--- src/rtl/ccd_line_sequencer_pkg.sv ---
// Shared types and default timing for the CCD line sequencer.
package ccd_line_sequencer_pkg;

    typedef enum logic [1:0] {IDLE, SH_PULSE, READOUT, WAIT_INT} ccd_seq_state_t;

    localparam int PIX_COUNT_DEF = 2160;
    localparam int DUMMY_PIX_DEF = 32;
    localparam int PIX_DIV_DEF   = 50;
    localparam int RS_W_DEF      = 4;
    localparam int CP_W_DEF      = 4;
    localparam int SAMPLE_PT_DEF = 12;
    localparam int SH_W_DEF      = 200;
    localparam int SH_GAP_DEF    = 100;
    localparam int INT_W_DEF     = 24;

    localparam int ADC_W     = 16;
    localparam int PIX_IDX_W = 12;

endpackage

--- src/rtl/ccd_line_sequencer_if.sv ---
// ADC request/response and pixel-stream signals between the sequencer and its neighbours.
interface ccd_line_sequencer_if;
    import ccd_line_sequencer_pkg::*;

    logic                 adc_start;
    logic                 adc_done;
    logic [ADC_W-1:0]     adc_data;
    logic                 pix_valid;
    logic                 pix_ready;
    logic [ADC_W-1:0]     pix_data;
    logic [PIX_IDX_W-1:0] pix_index;
    logic                 pix_last;

    modport master (
        output adc_start, pix_valid, pix_data, pix_index, pix_last,
        input  adc_done, adc_data, pix_ready
    );

    modport slave (
        input  adc_start, pix_valid, pix_data, pix_index, pix_last,
        output adc_done, adc_data, pix_ready
    );

endinterface

--- src/rtl/ccd_pixel_timer.sv ---
// Pixel-period counter with P1/P2/RS/CP/sample decode; decode is forced low while disabled.
module ccd_pixel_timer #(
    parameter int PIX_DIV   = ccd_line_sequencer_pkg::PIX_DIV_DEF,
    parameter int RS_W      = ccd_line_sequencer_pkg::RS_W_DEF,
    parameter int CP_W      = ccd_line_sequencer_pkg::CP_W_DEF,
    parameter int SAMPLE_PT = ccd_line_sequencer_pkg::SAMPLE_PT_DEF
) (
    input  logic clk,
    input  logic rst,
    input  logic enable,
    input  logic restart,
    output logic p1,
    output logic p2,
    output logic rs,
    output logic cp,
    output logic adc_start,
    output logic period_end
);

    localparam int PC_W = $clog2(PIX_DIV);
    localparam logic [PC_W-1:0] PC_LAST = PC_W'(PIX_DIV - 1);
    localparam logic [PC_W-1:0] PC_HALF = PC_W'(PIX_DIV / 2);
    localparam logic [PC_W-1:0] PC_RS   = PC_W'(RS_W);
    localparam logic [PC_W-1:0] PC_CP   = PC_W'(RS_W + CP_W);
    localparam logic [PC_W-1:0] PC_SMP  = PC_W'(SAMPLE_PT);

    logic [PC_W-1:0] pc;

    always_ff @(posedge clk or posedge rst) begin
        if (rst)
            pc <= '0;
        else if (restart)
            pc <= '0;
        else if (enable)
            pc <= (pc == PC_LAST) ? '0 : pc + PC_W'(1);
    end

    always_comb begin
        p1         = enable && (pc <  PC_HALF);
        p2         = enable && (pc >= PC_HALF);
        rs         = enable && (pc <  PC_RS);
        cp         = enable && (pc >= PC_RS) && (pc < PC_CP);
        adc_start  = enable && (pc == PC_SMP);
        period_end = enable && (pc == PC_LAST);
    end

endmodule

--- src/rtl/ccd_line_sequencer.sv ---
// CCD line capture sequencer: SH transfer, per-pixel clocking, ADC requests and
// a single-entry indexed pixel output with sticky overrun/missed-conversion flags.
module ccd_line_sequencer
    import ccd_line_sequencer_pkg::*;
#(
    parameter int PIX_COUNT = PIX_COUNT_DEF,
    parameter int DUMMY_PIX = DUMMY_PIX_DEF,
    parameter int PIX_DIV   = PIX_DIV_DEF,
    parameter int RS_W      = RS_W_DEF,
    parameter int CP_W      = CP_W_DEF,
    parameter int SAMPLE_PT = SAMPLE_PT_DEF,
    parameter int SH_W      = SH_W_DEF,
    parameter int SH_GAP    = SH_GAP_DEF,
    parameter int INT_W     = INT_W_DEF
) (
    input  logic             clk_100M,
    input  logic             rst,
    input  logic             run,
    input  logic [INT_W-1:0] int_cycles,
    input  logic             err_clr,
    output logic             busy,
    output logic             line_done,
    output logic             ccd_p1,
    output logic             ccd_p2,
    output logic             ccd_sh,
    output logic             ccd_rs,
    output logic             ccd_cp,
    output logic             err_overrun,
    output logic             err_missed,
    ccd_line_sequencer_if.master link
);

    localparam int NPIX = DUMMY_PIX + PIX_COUNT;
    localparam int PX_W = $clog2(NPIX);
    localparam int PH_W = $clog2(SH_W + SH_GAP);
    localparam logic [PX_W-1:0] PX_LAST   = PX_W'(NPIX - 1);
    localparam logic [PX_W-1:0] PX_DUMMY  = PX_W'(DUMMY_PIX);
    localparam logic [PH_W-1:0] PH_SH_END = PH_W'(SH_W);
    localparam logic [PH_W-1:0] PH_LAST   = PH_W'(SH_W + SH_GAP - 1);

    ccd_seq_state_t   state;
    logic [PH_W-1:0]  ph_cnt;
    logic [PX_W-1:0]  px;
    logic [INT_W-1:0] line_tmr;
    logic [INT_W-1:0] int_lat;
    logic [INT_W:0]   tmr_inc;

    logic t_p1, t_p2, t_rs, t_cp, t_start, period_end;
    logic in_readout, last_px;
    logic outst, cap, new_pix, missed;

    assign in_readout = (state == READOUT);
    assign busy       = (state != IDLE);
    assign last_px    = (px == PX_LAST);
    // line timer counts the current cycle too, so a period of N re-enters SH exactly N cycles later
    assign tmr_inc    = {1'b0, line_tmr} + (INT_W+1)'(1);

    ccd_pixel_timer #(
        .PIX_DIV   (PIX_DIV),
        .RS_W      (RS_W),
        .CP_W      (CP_W),
        .SAMPLE_PT (SAMPLE_PT)
    ) u_timer (
        .clk        (clk_100M),
        .rst        (rst),
        .enable     (in_readout),
        .restart    (!in_readout),
        .p1         (t_p1),
        .p2         (t_p2),
        .rs         (t_rs),
        .cp         (t_cp),
        .adc_start  (t_start),
        .period_end (period_end)
    );

    always_ff @(posedge clk_100M or posedge rst) begin
        if (rst) begin
            state          <= IDLE;
            ph_cnt         <= '0;
            px             <= '0;
            line_tmr       <= '0;
            int_lat        <= '0;
            line_done      <= 1'b0;
            ccd_p1         <= 1'b0;
            ccd_p2         <= 1'b0;
            ccd_sh         <= 1'b0;
            ccd_rs         <= 1'b0;
            ccd_cp         <= 1'b0;
            link.adc_start <= 1'b0;
        end else begin
            line_done <= 1'b0;
            if (line_tmr != '1)
                line_tmr <= line_tmr + INT_W'(1);

            case (state)
                IDLE: begin
                    if (run) begin
                        state    <= SH_PULSE;
                        ph_cnt   <= '0;
                        int_lat  <= int_cycles;
                        line_tmr <= '0;
                    end
                end
                SH_PULSE: begin
                    if (ph_cnt == PH_LAST) begin
                        state  <= READOUT;
                        ph_cnt <= '0;
                    end else begin
                        ph_cnt <= ph_cnt + PH_W'(1);
                    end
                end
                READOUT: begin
                    if (period_end) begin
                        if (last_px) begin
                            px        <= '0;
                            line_done <= 1'b1;
                            state     <= run ? WAIT_INT : IDLE;
                        end else begin
                            px <= px + PX_W'(1);
                        end
                    end
                end
                WAIT_INT: begin
                    if (!run) begin
                        state <= IDLE;
                    end else if (tmr_inc >= {1'b0, int_lat}) begin
                        state    <= SH_PULSE;
                        ph_cnt   <= '0;
                        int_lat  <= int_cycles;
                        line_tmr <= '0;
                    end
                end
                default: state <= IDLE;
            endcase

            ccd_sh         <= (state == SH_PULSE) && (ph_cnt < PH_SH_END);
            ccd_p1         <= (state == SH_PULSE) || (state == WAIT_INT) || t_p1;
            ccd_p2         <= t_p2;
            ccd_rs         <= t_rs;
            ccd_cp         <= t_cp;
            link.adc_start <= t_start;
        end
    end

    // adc_done only counts while a request is outstanding; the period end abandons it
    assign cap     = outst && link.adc_done;
    assign new_pix = cap && (px >= PX_DUMMY);
    assign missed  = outst && !link.adc_done && period_end;

    always_ff @(posedge clk_100M or posedge rst) begin
        if (rst) begin
            outst          <= 1'b0;
            link.pix_valid <= 1'b0;
            link.pix_data  <= '0;
            link.pix_index <= '0;
            link.pix_last  <= 1'b0;
            err_overrun    <= 1'b0;
            err_missed     <= 1'b0;
        end else begin
            if (t_start)
                outst <= 1'b1;
            else if (cap || period_end)
                outst <= 1'b0;

            if (link.pix_valid && link.pix_ready)
                link.pix_valid <= 1'b0;
            if (new_pix && (!link.pix_valid || link.pix_ready)) begin
                link.pix_valid <= 1'b1;
                link.pix_data  <= link.adc_data;
                link.pix_index <= PIX_IDX_W'(px - PX_DUMMY);
                link.pix_last  <= last_px;
            end

            err_overrun <= (err_overrun && !err_clr) ||
                           (new_pix && link.pix_valid && !link.pix_ready);
            err_missed  <= (err_missed && !err_clr) || missed;
        end
    end

endmodule

--- src/flat_wrapper.sv ---
// flat-port wrapper written by rule: the top's interface ports become plain ports
module ccd_line_sequencer_flat import ccd_line_sequencer_pkg::*;
#(
    parameter int PIX_COUNT = PIX_COUNT_DEF,
    parameter int DUMMY_PIX = DUMMY_PIX_DEF,
    parameter int PIX_DIV   = PIX_DIV_DEF,
    parameter int RS_W      = RS_W_DEF,
    parameter int CP_W      = CP_W_DEF,
    parameter int SAMPLE_PT = SAMPLE_PT_DEF,
    parameter int SH_W      = SH_W_DEF,
    parameter int SH_GAP    = SH_GAP_DEF,
    parameter int INT_W     = INT_W_DEF
)
  (clk_100M, rst, run, int_cycles, err_clr, busy, line_done, ccd_p1, ccd_p2, ccd_sh, ccd_rs, ccd_cp, err_overrun, err_missed, link_adc_start, link_pix_valid, link_pix_data, link_pix_index, link_pix_last, link_adc_done, link_adc_data, link_pix_ready);
  ccd_line_sequencer_if link_i ();
  input  logic clk_100M;
  input  logic rst;
  input  logic run;
  input  logic [INT_W-1:0] int_cycles;
  input  logic err_clr;
  output logic busy;
  output logic line_done;
  output logic ccd_p1;
  output logic ccd_p2;
  output logic ccd_sh;
  output logic ccd_rs;
  output logic ccd_cp;
  output logic err_overrun;
  output logic err_missed;
  output wire logic [$bits(link_i.adc_start)-1:0] link_adc_start;
  output wire logic [$bits(link_i.pix_valid)-1:0] link_pix_valid;
  output wire logic [$bits(link_i.pix_data)-1:0] link_pix_data;
  output wire logic [$bits(link_i.pix_index)-1:0] link_pix_index;
  output wire logic [$bits(link_i.pix_last)-1:0] link_pix_last;
  input wire logic [$bits(link_i.adc_done)-1:0] link_adc_done;
  input wire logic [$bits(link_i.adc_data)-1:0] link_adc_data;
  input wire logic [$bits(link_i.pix_ready)-1:0] link_pix_ready;
  assign link_adc_start = link_i.adc_start;
  assign link_pix_valid = link_i.pix_valid;
  assign link_pix_data = link_i.pix_data;
  assign link_pix_index = link_i.pix_index;
  assign link_pix_last = link_i.pix_last;
  assign link_i.adc_done = link_adc_done;
  assign link_i.adc_data = link_adc_data;
  assign link_i.pix_ready = link_pix_ready;
  ccd_line_sequencer #(.PIX_COUNT(PIX_COUNT), .DUMMY_PIX(DUMMY_PIX), .PIX_DIV(PIX_DIV), .RS_W(RS_W), .CP_W(CP_W), .SAMPLE_PT(SAMPLE_PT), .SH_W(SH_W), .SH_GAP(SH_GAP), .INT_W(INT_W)) u_core (.clk_100M(clk_100M), .rst(rst), .run(run), .int_cycles(int_cycles), .err_clr(err_clr), .busy(busy), .line_done(line_done), .ccd_p1(ccd_p1), .ccd_p2(ccd_p2), .ccd_sh(ccd_sh), .ccd_rs(ccd_rs), .ccd_cp(ccd_cp), .err_overrun(err_overrun), .err_missed(err_missed), .link(link_i));
endmodule
--- config.mk ---
export PLATFORM = sky130hd
export DESIGN_NAME = ccd_line_sequencer_flat
export DESIGN_NICKNAME = d
export VERILOG_FILES = /design/src/rtl/ccd_line_sequencer_pkg.sv /design/src/rtl/ccd_line_sequencer_if.sv /design/src/rtl/ccd_pixel_timer.sv /design/src/rtl/ccd_line_sequencer.sv /design/src/flat_wrapper.sv
export SDC_FILE = /design/constraint.sdc
export NUM_CORES = 1
export LEC_CHECK = 0
export ABC_AREA = 1
export CORE_UTILIZATION = 60
export DETAILED_ROUTE_END_ITERATION = 16
export GPL_TIMING_DRIVEN = 0
export HOLD_SLACK_MARGIN = 0.08
export PLACE_DENSITY_LB_ADDON = 0.08
export RECOVER_POWER = 100
export REMOVE_ABC_BUFFERS = 1
export SLEW_MARGIN = 20
export SYNTH_ARGS = -nofsm -noshare
export SYNTH_HDL_FRONTEND = slang
export SYNTH_HIERARCHICAL = 1
export SYNTH_SLANG_ARGS = --single-unit
export TNS_END_PERCENT = 10
--- constraint.sdc ---
create_clock -name clk_100M -period 9.1 [get_ports clk_100M]
set_input_delay 2.73 -clock clk_100M [delete_from_list [all_inputs] [get_ports clk_100M]]
set_output_delay 2.73 -clock clk_100M [all_outputs]
set_load 0.005 [all_outputs]
# Word level (Yosys, flattened, before mapping)
# Cells that the tools add are included.
[word_totals] regBits=117 input_bits=46 output_inout_bits=40 elab_cells=119
[op_classes] addsub=6 magnitude_cmp=8 n_eq_ne=15 muxes=32 n_reduce_logical=38
[op_table] cell="$mux W24" count=7
[op_table] cell="$pmux W24 S2" count=2
[op_table] cell="$mux W9" count=4
[op_table] cell="$pmux W9 S3" count=1
[op_table] cell="$add A24 B1 Y25 const B" count=1
[op_table] cell="$ge A25 B24 Y1" count=1
[op_table] cell="$add A24 B1 Y24 const B" count=1
[op_table] cell="$ne A24 B24 Y1 const B" count=1
[op_table] cell="$logic_and A1 B1 Y1" count=18
[op_table] cell="$mux W2" count=7
[op_table] cell="$add A12 B1 Y12 const B" count=1
[op_table] cell="$eq A12 B12 Y1 const B" count=1
[op_table] cell="$ge A12 B6 Y1 const B" count=1
[op_table] cell="$mux W12" count=1
[op_table] cell="$mux W6" count=2
[op_table] cell="$sub A12 B6 Y12 const B" count=1
[op_table] cell="$add A9 B1 Y9 const B" count=1
[op_table] cell="$eq A9 B9 Y1 const B" count=1
[op_table] cell="$lt A9 B8 Y1 const B" count=1
[op_table] cell="$ne A2 B1 Y1 const B" count=4
[op_table] cell="$pmux W2 S4" count=1
[op_table] cell="$reduce_and A4 Y1" count=2
[op_table] cell="$reduce_bool A2 Y1" count=4
[op_table] cell="$mux W1" count=7
[op_table] cell="other kinds (18)" count=28

# Depth between registers and ports, before layout
[logic_depth] word_depth=5 ltp_mapped=23 depth_no_buf=23

# Hierarchy
# Netlist, hierarchy kept.
[by_module_without_submodules] module="ccd_line_sequencer" n_inst=1 cells_per_inst=757 area_each_um2=6103.4 seq_area_each_um2=2777.7
[by_module_without_submodules] module="ccd_pixel_timer" n_inst=1 cells_per_inst=73 area_each_um2=476.7 seq_area_each_um2=150.1

# Worst setup path before layout
# Ideal clock, no wire load.
[synth_path] kind="input-to-reg" startpoint="in run" endpoint="reg u_core.ph_cnt[7]" setup_ns=0.117 arrival_time_ns=3.550 t_required_ns=8.983 slack_ns=5.433 cell_stages=7 n_path_buf=2 cell_sequence="buf_2 -> o21ai_0 -> nor2_1 -> nand2_4 -> buf_6 -> nand2_1 -> o21ai_2"
[synth_between] elab_chain_cells=2 word_cells_on_any_way=3 classes_between="2 x eq/ne; 1 x reduce/logical"
[synth_lines] element="start: declaration" line="flat_wrapper.sv:18" rtl="input logic run;"
[synth_lines] element="$ne A2 B2 Y1 (no line)"
[synth_lines] element="$reduce_and A4 Y1 (no line) *"
[synth_lines] element="end signal: assignment" line="ccd_line_sequencer.sv:109" rtl="ph_cnt <= ph_cnt + PH_W'(1);"
[synth_lines] element="end: declaration" line="ccd_line_sequencer.sv:42" rtl="logic [PH_W-1:0] ph_cnt;"
# Mark *: on every way between the ends. The rest lies on a longest branch, timed or not.
# A chain may end at the register's enable or synchronous reset.

# Worst setup path in the final report
[layout_path] startpoint="in link_adc_done" endpoint="reg u_core.link.pix_index[11]"
[layout_between] elab_chain_cells=3
[layout_lines] element="start: declaration" line="flat_wrapper.sv:35" rtl="input wire logic [$bits(link_i.adc_done)-1:0] link_adc_done;"
[layout_lines] element="$logic_and A1 B1 Y1" line="ccd_line_sequencer.sv:146" rtl="assign cap = outst && link.adc_done;"
[layout_lines] element="$logic_and A1 B1 Y1" line="ccd_line_sequencer.sv:147" rtl="assign new_pix = cap && (px >= PX_DUMMY);"
[layout_lines] element="$logic_and A1 B1 Y1" line="ccd_line_sequencer.sv:167" rtl="if (new_pix && (!link.pix_valid || link.pix_ready)) begin"
[layout_lines] element="end signal: assignment" line="ccd_line_sequencer.sv:170" rtl="link.pix_index <= PIX_IDX_W'(px - PX_DUMMY);"
[layout_lines] element="end: declaration" line="ccd_line_sequencer_if.sv:15" rtl="output adc_start, pix_valid, pix_data, pix_index, pix_last,"
# Every way passes these cells.

==> out/metrics.cfg <==
[status]
outcome=complete, but fails checks
failed_checks=max-capacitance violations, max-slew violations

[setup_path]
critPathKind=primary input to flop
crit_fanout=40
startpoint_type=primary input
cp.required_ns=9.49
crit_buf_inv=2
arrival_ns=6.08
critPathMaxStageDelay_ns=1.20
crit_family=buffers and inverters
critical_path.slowest_cell=clkinv_1
cp_cell_sequence=dlygate4sd3_1, nand3_1, nor2_1, clkinv_1, o21ai_0
end_kind=flop

[place]
post-dp-hpwl_um=10500
port_buffers=85
place.gp.congestion=0.932
placed_area_um2=7510

[finish]
num_antenna_cells=0
fill_cells=748
syn2layout_area_growth_pct=21.9
nNetsFinal=1000
final_cell_area_um2=8020
layout-drive-gt1-share=0.0529

[die]
die_x_um=107
top_level_ports=86
core_area_um2=10500
die_area_um2=11400
num_rows=37
die_h_um=107
initial_core_util=0.629

[logic_synthesis]
yosysSeqAreaShare=0.445
synth_top_cell_by_area=dfrtp_1
synth.area.top_cells=dfrtp_1, nand2_1, ha_1, inv_1, nor2_1
yosys.area.top_type_share=0.445
syn_area_um2=6580
synthCells=830
postSynthRegisterBits=117
synth_edf_count=0
synth_cell_types=39
ys.flop_type=dfrtp_1
ys_warn_count=6
async_reset_ff_frac=1.00
synth_area_per_cell_um2=7.93

[drt]
via_count=5723
wl_per_cell_um=14.5
drt-initial-drc-count=339
via_per_inst=5.39
antenna_left=0
finalWirelength_um=15400
drc=0
dr.pass1.iters=5

[timing]
drv_slew=33
fin_setup_tns_ns=0
holdWs_ns=0.464
setup_viol=0
fin_crit_sh=0.626
max-slew-margin-rel=-0.0910
period_needed_ns=5.69
final-hold-violation-count=0
worst_pin_slew_ns=1.63
finClkSkew_ns=0.00555
max_freq_ghz=0.176
rsz0062_at_grt=no

[cts]
numCtsBuffers=17
ctsResizeCount=0
root_buffer=clkbuf_8
clk_path_buf_depth=2
clk_latency_ns=0.52
hold_buffers=0
clock_sinks=117
htree_levels=4
cts_tree=yes
post_cts_buffers=0
path_clk_slew_ns=0.05

[global_route]
antenna_found_initial=0
grt_max_degree=80
overflow=0
grt_pass1_vias=5592
grt_pass1_wl_um=25500
track_usage=0.288

[hold_path]
hp-class=flop to flop

[power]
ir_drop_uv=236
p_leak_uw=0.00428
p_per_area_nw_per_um2=221
p_total_uw=1770

[job]
maxCapViolations=1

==> final cells by class <==
type                       count  area (µm²)  share of cell area
sequential                   117        2930               0.365
clock buffer                  27         522              0.0651
clock inverter                 3        40.0             0.00499
multi-input combinational    579        3060               0.381
tap                          136         170              0.0212
inverter                     114         429              0.0535
timing repair buffer          86         872               0.109
==> where the power goes <==
part / total (µW) / leakage [µW] / internal [µW] / switching, µW
clock: 627 / 0.000280 / 409 / 218
sequential: 646 / 0.00159 / 596 / 49.6
combinational: 501 / 0.00241 / 169 / 332
total: 1770 / 0.00428 / 1170 / 600
==> metal layers <==
layer  up-vias  part of all wire  GRT usage
li1       2812                 -          -
met1      2677              0.43      0.346
met2       201              0.50      0.498
met3        33             0.054     0.0590
met4         0             0.022      0.127
met5         -                 0          0
==> placed cells by master (no fill, tap or decap), drive strengths merged, types with 2 or more instances in the layout <==
cell type,count
nand2,246
dfrtp,117
inv,112
nor2,94
nand4,43
clkdlybuf4s50,42
dlygate4sd3,42
ha,39
nand3,36
o21ai,32
clkbuf,28
xor2,24
a21oi,23
nor3,13
xnor2,6
a21o,5
nand3b,3
o21bai,3
or2,3
clkinv,3
o21a,2
==> stage by stage <==
step,worst slack (ns),utilization,cells
floorplan,3.44,-,810
global placement,1.80,0.716,1031
detailed placement,3.99,0.718,1032
CTS,4.44,0.772,1062
global route,3.11,0.766,1062
finish,3.41,0.766,1062
==> worst reg2reg max path, delay by kind of cell (launching register included) <==
| kind | cells | cell delay (ns) |
|---|---|---|
| xor gates and xnor gates | 1 | 0.18 |
| adders and majority gates | 2 | 0.52 |
| and+or+nand+nor | 14 | 3.29 |
| DFF | 1 | 0.43 |
==> path summary, 6_finish.rpt <==
path                                          from                   endpoint  slack (ns)  depth (start not counted)
hold / removal             u_core/link.pix_data[5]    u_core/link.pix_data[5]        0.46                          2
max in group asynchronous                      rst        u_core/line_tmr[18]        5.05                          3
setup reg to reg                u_core/line_tmr[0]         u_core/int_lat[13]        4.54                         17
min in group asynchronous                      rst       u_core/u_timer/pc[0]        2.60                          2
setup / recovery                     link_adc_done  u_core/link.pix_index[11]        3.41                          5
hold reg to reg            u_core/link.pix_data[5]    u_core/link.pix_data[5]        0.46                          2
==> sequential cells by signal, summed over array words and instances (netlist names) <==
| register | count |
|---|---|
| u_core/err_overrun | 1 |
| u_core/ccd_cp | 1 |
| u_core/px | 12 |
| u_core/int_lat | 24 |
| u_core/ccd_p2 | 1 |
| u_core/line_tmr | 24 |
| u_core/ccd_rs | 1 |
| u_core/line_done | 1 |
| u_core/u_timer/pc | 6 |
| u_core/outst | 1 |
| u_core/link.pix_valid | 1 |
| u_core/ph_cnt | 9 |
| u_core/ccd_p1 | 1 |
| u_core/state | 2 |
| u_core/link.pix_data | 16 |
| u_core/link.pix_last | 1 |
| u_core/link.adc_start | 1 |
| u_core/link.pix_index | 12 |
| u_core/err_missed | 1 |
| u_core/ccd_sh | 1 |
==> synth_stat cells (2+ instances only) <==
cell type / count
nand2_1: 242
dfrtp_1: 117
inv_1: 112
nor2_1: 86
nand4_1: 43
ha_1: 39
nand3_1: 31
o21ai_0: 25
xor2_1: 24
a21oi_1: 23
clkbuf_1: 12
nor3_1: 11
nor2_2: 6
o21ai_2: 6
xnor2_1: 6
a21o_1: 5
buf_4: 4
buf_6: 3
nand2_2: 3
nand3_2: 3
nand3b_1: 3
o21bai_1: 3
or2_2: 3
inv_2: 2
nand3_4: 2
nor2_4: 2
o21a_1: 2
==> logic make-up (layout without fill, tap and decap cells) <==
logic type | Yosys count | in the layout | synth area share
AO/OA/AOI/OAI | 68 | 68 | 0.0603
XOR/XNOR | 30 | 30 | 0.0399
adder cells (fa/ha/maj) | 39 | 39 | 0.0742
buffers and inverters | 134 | 230 | 0.0823
flip-flops | 117 | 117 | 0.445
multiplexers | 1 | 1 | 0.00152
AND/OR/NAND/NOR | 441 | 441 | 0.297
No activity file was read; power rests on OpenSTA's default activity.
